==> config.mk <==
export PLATFORM = sky130hd
export DESIGN_NAME = multicycle_ctrl_fsm
export DESIGN_NICKNAME = d
export VERILOG_FILES = /design/src/rtl/multicycle_ctrl_fsm.sv
export SDC_FILE = /design/constraint.sdc
export NUM_CORES = 1
export LEC_CHECK = 0
export CORE_MARGIN = 4
export CORE_UTILIZATION = 47
export DETAILED_ROUTE_END_ITERATION = 10
export GPL_TIMING_DRIVEN = 0
export PLACE_DENSITY_LB_ADDON = 0.05
export RECOVER_POWER = 50
export SLEW_MARGIN = 10
export SYNTH_ARGS = -nofsm -noshare
export SYNTH_HDL_FRONTEND = slang
export SYNTH_SLANG_ARGS = --single-unit
==> constraint.sdc <==
create_clock -name clk -period 2.8 [get_ports clk]
set_input_delay 0.56 -clock clk [delete_from_list [all_inputs] [get_ports clk]]
set_output_delay 0.56 -clock clk [all_outputs]
set_load 0.03 [all_outputs]
==> src/rtl/multicycle_ctrl_fsm.sv <==
// ---------------------------------------------------------------------------
// multicycle_ctrl_fsm
//   Sequencing controller for the multi-cycle RV32I core (shared ALU, unified
//   instruction/data memory port). Walks the datapath through fetch, decode,
//   execute, memory and writeback. It stalls on the memory handshake and
//   counts retired instructions.
//
// Ports:
//   clk, rst      : clock (rising edge), asynchronous active-high reset
//   instr         : latched instruction register (valid from DECODE onward)
//   mem_ready     : memory completes the current read/write this cycle
//   branch_taken  : external comparator result for the current branch
//   PCWrite, IRWrite, AdrSrc, MemRead, MemWrite, RegWrite : datapath strobes
//   ALUsrcA, ALUsrcB, ALUctrl, ImmSrc, ResultSrc          : datapath selects
//   halted        : sticky illegal-instruction flag
//   instret       : retired instruction counter (wraps)
// ---------------------------------------------------------------------------
module multicycle_ctrl_fsm #(
  parameter int DATA_WIDTH = 32
) (
  input  logic                  clk,
  input  logic                  rst,
  input  logic [DATA_WIDTH-1:0] instr,
  input  logic                  mem_ready,
  input  logic                  branch_taken,
  output logic                  PCWrite,
  output logic                  IRWrite,
  output logic                  AdrSrc,
  output logic                  MemRead,
  output logic                  MemWrite,
  output logic                  RegWrite,
  output logic [1:0]            ALUsrcA,
  output logic [1:0]            ALUsrcB,
  output logic [2:0]            ALUctrl,
  output logic [1:0]            ImmSrc,
  output logic [1:0]            ResultSrc,
  output logic                  halted,
  output logic [DATA_WIDTH-1:0] instret
);

  typedef enum logic [3:0] {
    S_FETCH,
    S_DECODE,
    S_MEM_ADR,
    S_MEM_RD,
    S_MEM_WB,
    S_MEM_WR,
    S_EXEC_I,
    S_ALU_WB,
    S_BRANCH,
    S_JAL,
    S_JALR_ADR,
    S_JALR_PC,
    S_HALT
  } state_t;

  localparam logic [6:0] OP_LOAD   = 7'b0000011;
  localparam logic [6:0] OP_STORE  = 7'b0100011;
  localparam logic [6:0] OP_IMM    = 7'b0010011;
  localparam logic [6:0] OP_BRANCH = 7'b1100011;
  localparam logic [6:0] OP_JAL    = 7'b1101111;
  localparam logic [6:0] OP_JALR   = 7'b1100111;

  state_t                state_reg, state_next;
  logic [DATA_WIDTH-1:0] instret_reg;
  logic                  halted_reg;

  logic [6:0] opcode;
  logic [2:0] funct3;
  logic       retire;

  // Raw (ungated) strobes; reset masks them below.
  logic pc_write_raw, ir_write_raw, mem_read_raw, mem_write_raw, reg_write_raw;

  assign opcode = instr[6:0];
  assign funct3 = instr[14:12];

  // Register indices and immediate bits belong to the datapath, not here.
  logic unused_instr_bits;
  assign unused_instr_bits = ^{instr[DATA_WIDTH-1:15], instr[11:7]};

  // -------------------------------------------------------------------------
  // State, retire counter and sticky halt flag
  // -------------------------------------------------------------------------
  always_ff @(posedge clk or posedge rst) begin
    if (rst) begin
      state_reg   <= S_FETCH;
      instret_reg <= '0;
      halted_reg  <= 1'b0;
    end else begin
      state_reg <= state_next;
      if (retire)
        instret_reg <= instret_reg + 1'b1;
      if (state_next == S_HALT)
        halted_reg <= 1'b1;
    end
  end

  // An instruction retires on its final transition back to FETCH.
  always_comb begin
    retire = 1'b0;
    case (state_reg)
      S_MEM_WB, S_ALU_WB, S_BRANCH: retire = 1'b1;
      S_MEM_WR:                     retire = mem_ready;
      default:                      retire = 1'b0;
    endcase
  end

  // -------------------------------------------------------------------------
  // Next state and output decode
  // -------------------------------------------------------------------------
  always_comb begin
    state_next    = state_reg;
    pc_write_raw  = 1'b0;
    ir_write_raw  = 1'b0;
    mem_read_raw  = 1'b0;
    mem_write_raw = 1'b0;
    reg_write_raw = 1'b0;
    AdrSrc        = 1'b0;
    ALUsrcA       = 2'b00;
    ALUsrcB       = 2'b00;
    ALUctrl       = 3'b000;
    ImmSrc        = 2'b00;
    ResultSrc     = 2'b00;

    case (state_reg)
      S_FETCH: begin
        // PC+4 goes straight from the ALU to the PC as the word arrives.
        mem_read_raw = 1'b1;
        ALUsrcB      = 2'b10;
        ResultSrc    = 2'b10;
        pc_write_raw = mem_ready;
        ir_write_raw = mem_ready;
        if (mem_ready)
          state_next = S_DECODE;
      end

      S_DECODE: begin
        // Speculatively compute OldPC+imm so ALUOut holds a branch/jal target.
        ALUsrcA = 2'b01;
        ALUsrcB = 2'b01;
        if (opcode == OP_BRANCH)
          ImmSrc = 2'b10;
        else if (opcode == OP_JAL)
          ImmSrc = 2'b11;
        case (opcode)
          OP_LOAD, OP_STORE:
            state_next = (funct3 == 3'b010) ? S_MEM_ADR : S_HALT;
          OP_IMM:
            state_next = (funct3 == 3'b000 || funct3 == 3'b010 ||
                          funct3 == 3'b110 || funct3 == 3'b111) ? S_EXEC_I : S_HALT;
          OP_BRANCH:
            state_next = (funct3 == 3'b010 || funct3 == 3'b011) ? S_HALT : S_BRANCH;
          OP_JAL:
            state_next = S_JAL;
          OP_JALR:
            state_next = (funct3 == 3'b000) ? S_JALR_ADR : S_HALT;
          default:
            state_next = S_HALT;
        endcase
      end

      S_MEM_ADR: begin
        ALUsrcA = 2'b10;
        ALUsrcB = 2'b01;
        // Only lw and sw reach here; opcode bit 5 separates them.
        ImmSrc     = opcode[5] ? 2'b01 : 2'b00;
        state_next = opcode[5] ? S_MEM_WR : S_MEM_RD;
      end

      S_MEM_RD: begin
        mem_read_raw = 1'b1;
        AdrSrc       = 1'b1;
        if (mem_ready)
          state_next = S_MEM_WB;
      end

      S_MEM_WB: begin
        ResultSrc     = 2'b01;
        reg_write_raw = 1'b1;
        state_next    = S_FETCH;
      end

      S_MEM_WR: begin
        mem_write_raw = 1'b1;
        AdrSrc        = 1'b1;
        if (mem_ready)
          state_next = S_FETCH;
      end

      S_EXEC_I: begin
        ALUsrcA = 2'b10;
        ALUsrcB = 2'b01;
        case (funct3)
          3'b010:  ALUctrl = 3'b101;  // slti
          3'b110:  ALUctrl = 3'b011;  // ori
          3'b111:  ALUctrl = 3'b010;  // andi
          default: ALUctrl = 3'b000;  // addi
        endcase
        state_next = S_ALU_WB;
      end

      S_ALU_WB: begin
        reg_write_raw = 1'b1;
        state_next    = S_FETCH;
      end

      S_BRANCH: begin
        // ALU does rs1-rs2 for flags; PC takes the target held in ALUOut.
        ALUsrcA      = 2'b10;
        ALUctrl      = 3'b001;
        pc_write_raw = branch_taken;
        state_next   = S_FETCH;
      end

      S_JAL, S_JALR_PC: begin
        // PC <= target from ALUOut while the ALU forms OldPC+4 for rd.
        ALUsrcA      = 2'b01;
        ALUsrcB      = 2'b10;
        pc_write_raw = 1'b1;
        state_next   = S_ALU_WB;
      end

      S_JALR_ADR: begin
        ALUsrcA    = 2'b10;
        ALUsrcB    = 2'b01;
        state_next = S_JALR_PC;
      end

      S_HALT: begin
        state_next = S_HALT;
      end

      default: begin
        state_next = S_HALT;
      end
    endcase
  end

  // Reset is asynchronous, so the strobes are masked combinationally to make
  // e.g. an in-flight MemWrite drop in the same cycle rst rises.
  assign PCWrite  = pc_write_raw  & ~rst;
  assign IRWrite  = ir_write_raw  & ~rst;
  assign MemRead  = mem_read_raw  & ~rst;
  assign MemWrite = mem_write_raw & ~rst;
  assign RegWrite = reg_write_raw & ~rst;

  assign halted  = halted_reg;
  assign instret = instret_reg;

endmodule
==> flow_metrics.env <==
export IMPL_cts_max_level=2
export IMPL_synth_fp_nets=265
export IMPL_synthMostInstantiatedCell="dfrtp_1"
export IMPL_root_buffer="clkbuf_8"
export IMPL_cts_tree="yes"
export IMPL_placed_cell_area_um2=2840
export IMPL_ys_types=39
export IMPL_clk_latency_ns=0.29
export IMPL_synth_seq_cells=37
export IMPL_clkSlewWorstSetupHoldPaths_ns=0.07
export IMPL_die_width_um=75.5
export IMPL_ctsHoldBuffers=0
export IMPL_antennaDiodeCount=0
export IMPL_dpl_hpwl_mm=3.83
export IMPL_synthFlopType="dfrtp_1"
export IMPL_rsz0062_at_grt="false"
export IMPL_min_path_type="reg -> reg"
export IMPL_status="finished clean"
export IMPL_cp_end_kind="primary output"
export IMPL_p_leak_uw=0.00137
export IMPL_ys_seq_area_frac=0.432
export IMPL_synth_top_cell_area_share=0.432
export IMPL_path_buf_inv=2
export IMPL_dr_pass1_iters=4
export IMPL_path_delay_family="buffers and inverters"
export IMPL_drc=0
export IMPL_vdd_drop_max_mv=0.557
export IMPL_rows=24
export IMPL_period_share=0.965
export IMPL_stdcell_area_um2=2960
export IMPL_floorplan_initialDensity=0.489
export IMPL_final_core_util=0.675
export IMPL_cp_slowest_stage_delay_ns=0.72
export IMPL_cts_sinks=37
export IMPL_hold_start="instret[31]"
export IMPL_cp_arrival_ns=2.14
export IMPL_hold_end="instret[31]"
export IMPL_drtAntennaViolNets=0
export IMPL_synth_cell_area_um2=2140
export IMPL_num_vias=2003
export IMPL_worstPathCellList="dlygate4sd3_1 -> nor4_1 -> clkdlybuf4s50_1"
export IMPL_setup_viol=0
export IMPL_cp_required_ns=2.24
export IMPL_worst_pin_slew_ns=1.36
export IMPL_vias_per_cell=5.71
export IMPL_reg2reg_to="instret[21]"
export IMPL_grt_ovfl_total=0
export IMPL_numPortBuffers=63
export IMPL_cts_setup_buffers=0
export IMPL_wl_mm=5.42
export IMPL_rr_worst_depth=8
export IMPL_synthArstFlopShare=1.00
export IMPL_wl_per_cell_um=15.4
export IMPL_grt_use_total=0.202
export IMPL_maxSlewHeadroom=0.0927
export IMPL_netlist_top_cell_by_area="dfrtp_1"
export IMPL_final_setup_skew_ns=0.00515
export IMPL_numCtsBuffers=5
export IMPL_largest_reg_flops=32
export IMPL_grt_pass1_vias=1967
export IMPL_synthTopCellsByCount="37 x dfrtp_1, 23 x xnor2_1, 19 x nand2_1"
export IMPL_syn2layout_area_growth_pct=38.2
export IMPL_path_class="in -> out"
export IMPL_period_needed_ns=2.70
export IMPL_power_uw=2450
export IMPL_worstPathMaxFanout=6
export IMPL_power_density_nw_per_um2=827
export IMPL_drive_above_1_share=0.0769
export IMPL_cts_buffer_depth=2
export IMPL_grt_max_degree=38
export IMPL_crit_slowest_cell="clkdlybuf4s50_1"
export IMPL_yosys_warnings=0
export IMPL_fp_dieArea_um2=5700
export IMPL_min_path_cells=1
export IMPL_synth_edff_count=0
export IMPL_die_h_um=75.5
export IMPL_io_pins=86
export IMPL_maxCapViolations=0
export IMPL_synthTopCellsByArea="dfrtp_1 43%, xnor2_1 9.4%, xor2_1 4.1%"
export IMPL_finalMaxSlewViolations=0
export IMPL_place_gp_congestion=0.858
export IMPL_syn_mean_instance_area_um2=9.39
export IMPL_antenna_found_initial=0
export IMPL_grt_pass1_wl_mm=8.92
export IMPL_fmax_ghz=0.370
export IMPL_startpoint_type="input pin"
export IMPL_reg2reg_slack_ns=0.55
export IMPL_core_um2=4380
export IMPL_nets=335
export IMPL_finalHoldViolCount=0
export IMPL_r2r_start="state_reg[3]"
export IMPL_drtIter0Drc=105
export IMPL_syn_inst=228
metal layers:
layer / up-vias / wire length [µm] / track usage
met1: 965 / 2320 / 0.252
met4: 0 / 114 / 0.0757
met3: 11 / 300 / 0.0488
met2: 72 / 2680 / 0.340
li1: 955 / - / -
met5: - / 0 / 0
report_power, final:
group / internal (µW) / switching (µW)
sequential: 610 / 79.8
combinational: 520 / 765
clock: 290 / 183
logic make-up (layout without fill, tap and decap cells):
family,count (synthesis),after routing,share of synthesized area
compound gates,35,35,0.102
xor+xnor,33,33,0.135
fa+ha+maj,1,1,0.00584
buf+inv,17,88,0.0385
flops,37,37,0.432
mux,1,1,0.00526
simple gates,104,104,0.281
repair_timing:
item                       4_1_cts  5_1_grt
setup endpoints to repair        6        5
resized for setup               15        8
pin swaps                        0        0
final cells by class:
type	count	area, µm²
plain buffers	9	55.1
clock buffers	7	86.3
clock inverters	1	30.0
fillers	383	1420
inverters	8	30.0
multi-input cells	174	1140
flip-flops and latches	37	926
well taps	52	65.1
repair buffers	63	623
worst max-delay path by stage:
stage                       from        end  slack [ns]  cells after the start
floorplan           state_reg[1]  ImmSrc[1]        0.05                      4
CTS                     instr[5]  ImmSrc[0]       0.007                      7
global placement        instr[5]  ImmSrc[0]       -0.45                      7
global route            instr[4]  ImmSrc[0]        0.01                      7
finish                       rst    MemRead         0.1                      3
detailed placement      instr[5]  ImmSrc[0]       -0.42                      7
cells in the final DEF, fill, tap and decap left out, drive strengths merged, types with 3 or more instances in the layout:
master / instances
nand4: 12
clkdlybuf4s50: 35
xnor2: 23
nor4: 6
and3: 10
nand3: 7
clkbuf: 10
nand2: 19
dfrtp: 37
o21a: 3
dlygate4sd2: 4
dlygate4sd3: 20
xor2: 10
buf: 8
nor3: 11
nor2b: 6
o21ai: 8
nand2b: 7
nor2: 9
a21oi: 12
and4: 6
inv: 8
per-stage QoR:
stage | setup TNS [ns] | setup slack [ns] | cells | hold WS, ns
floorplan | 0 | 0.0528 | 228 | 0.645
global placement | -0.891 | -0.450 | 343 | 0.453
detailed placement | -0.847 | -0.422 | 343 | 0.467
CTS | 0 | 0.00731 | 351 | 0.477
global route | 0 | 0.0102 | 351 | 0.496
finish | 0 | 0.0976 | 351 | 0.469
No activity file was read; power rests on OpenSTA's default activity.
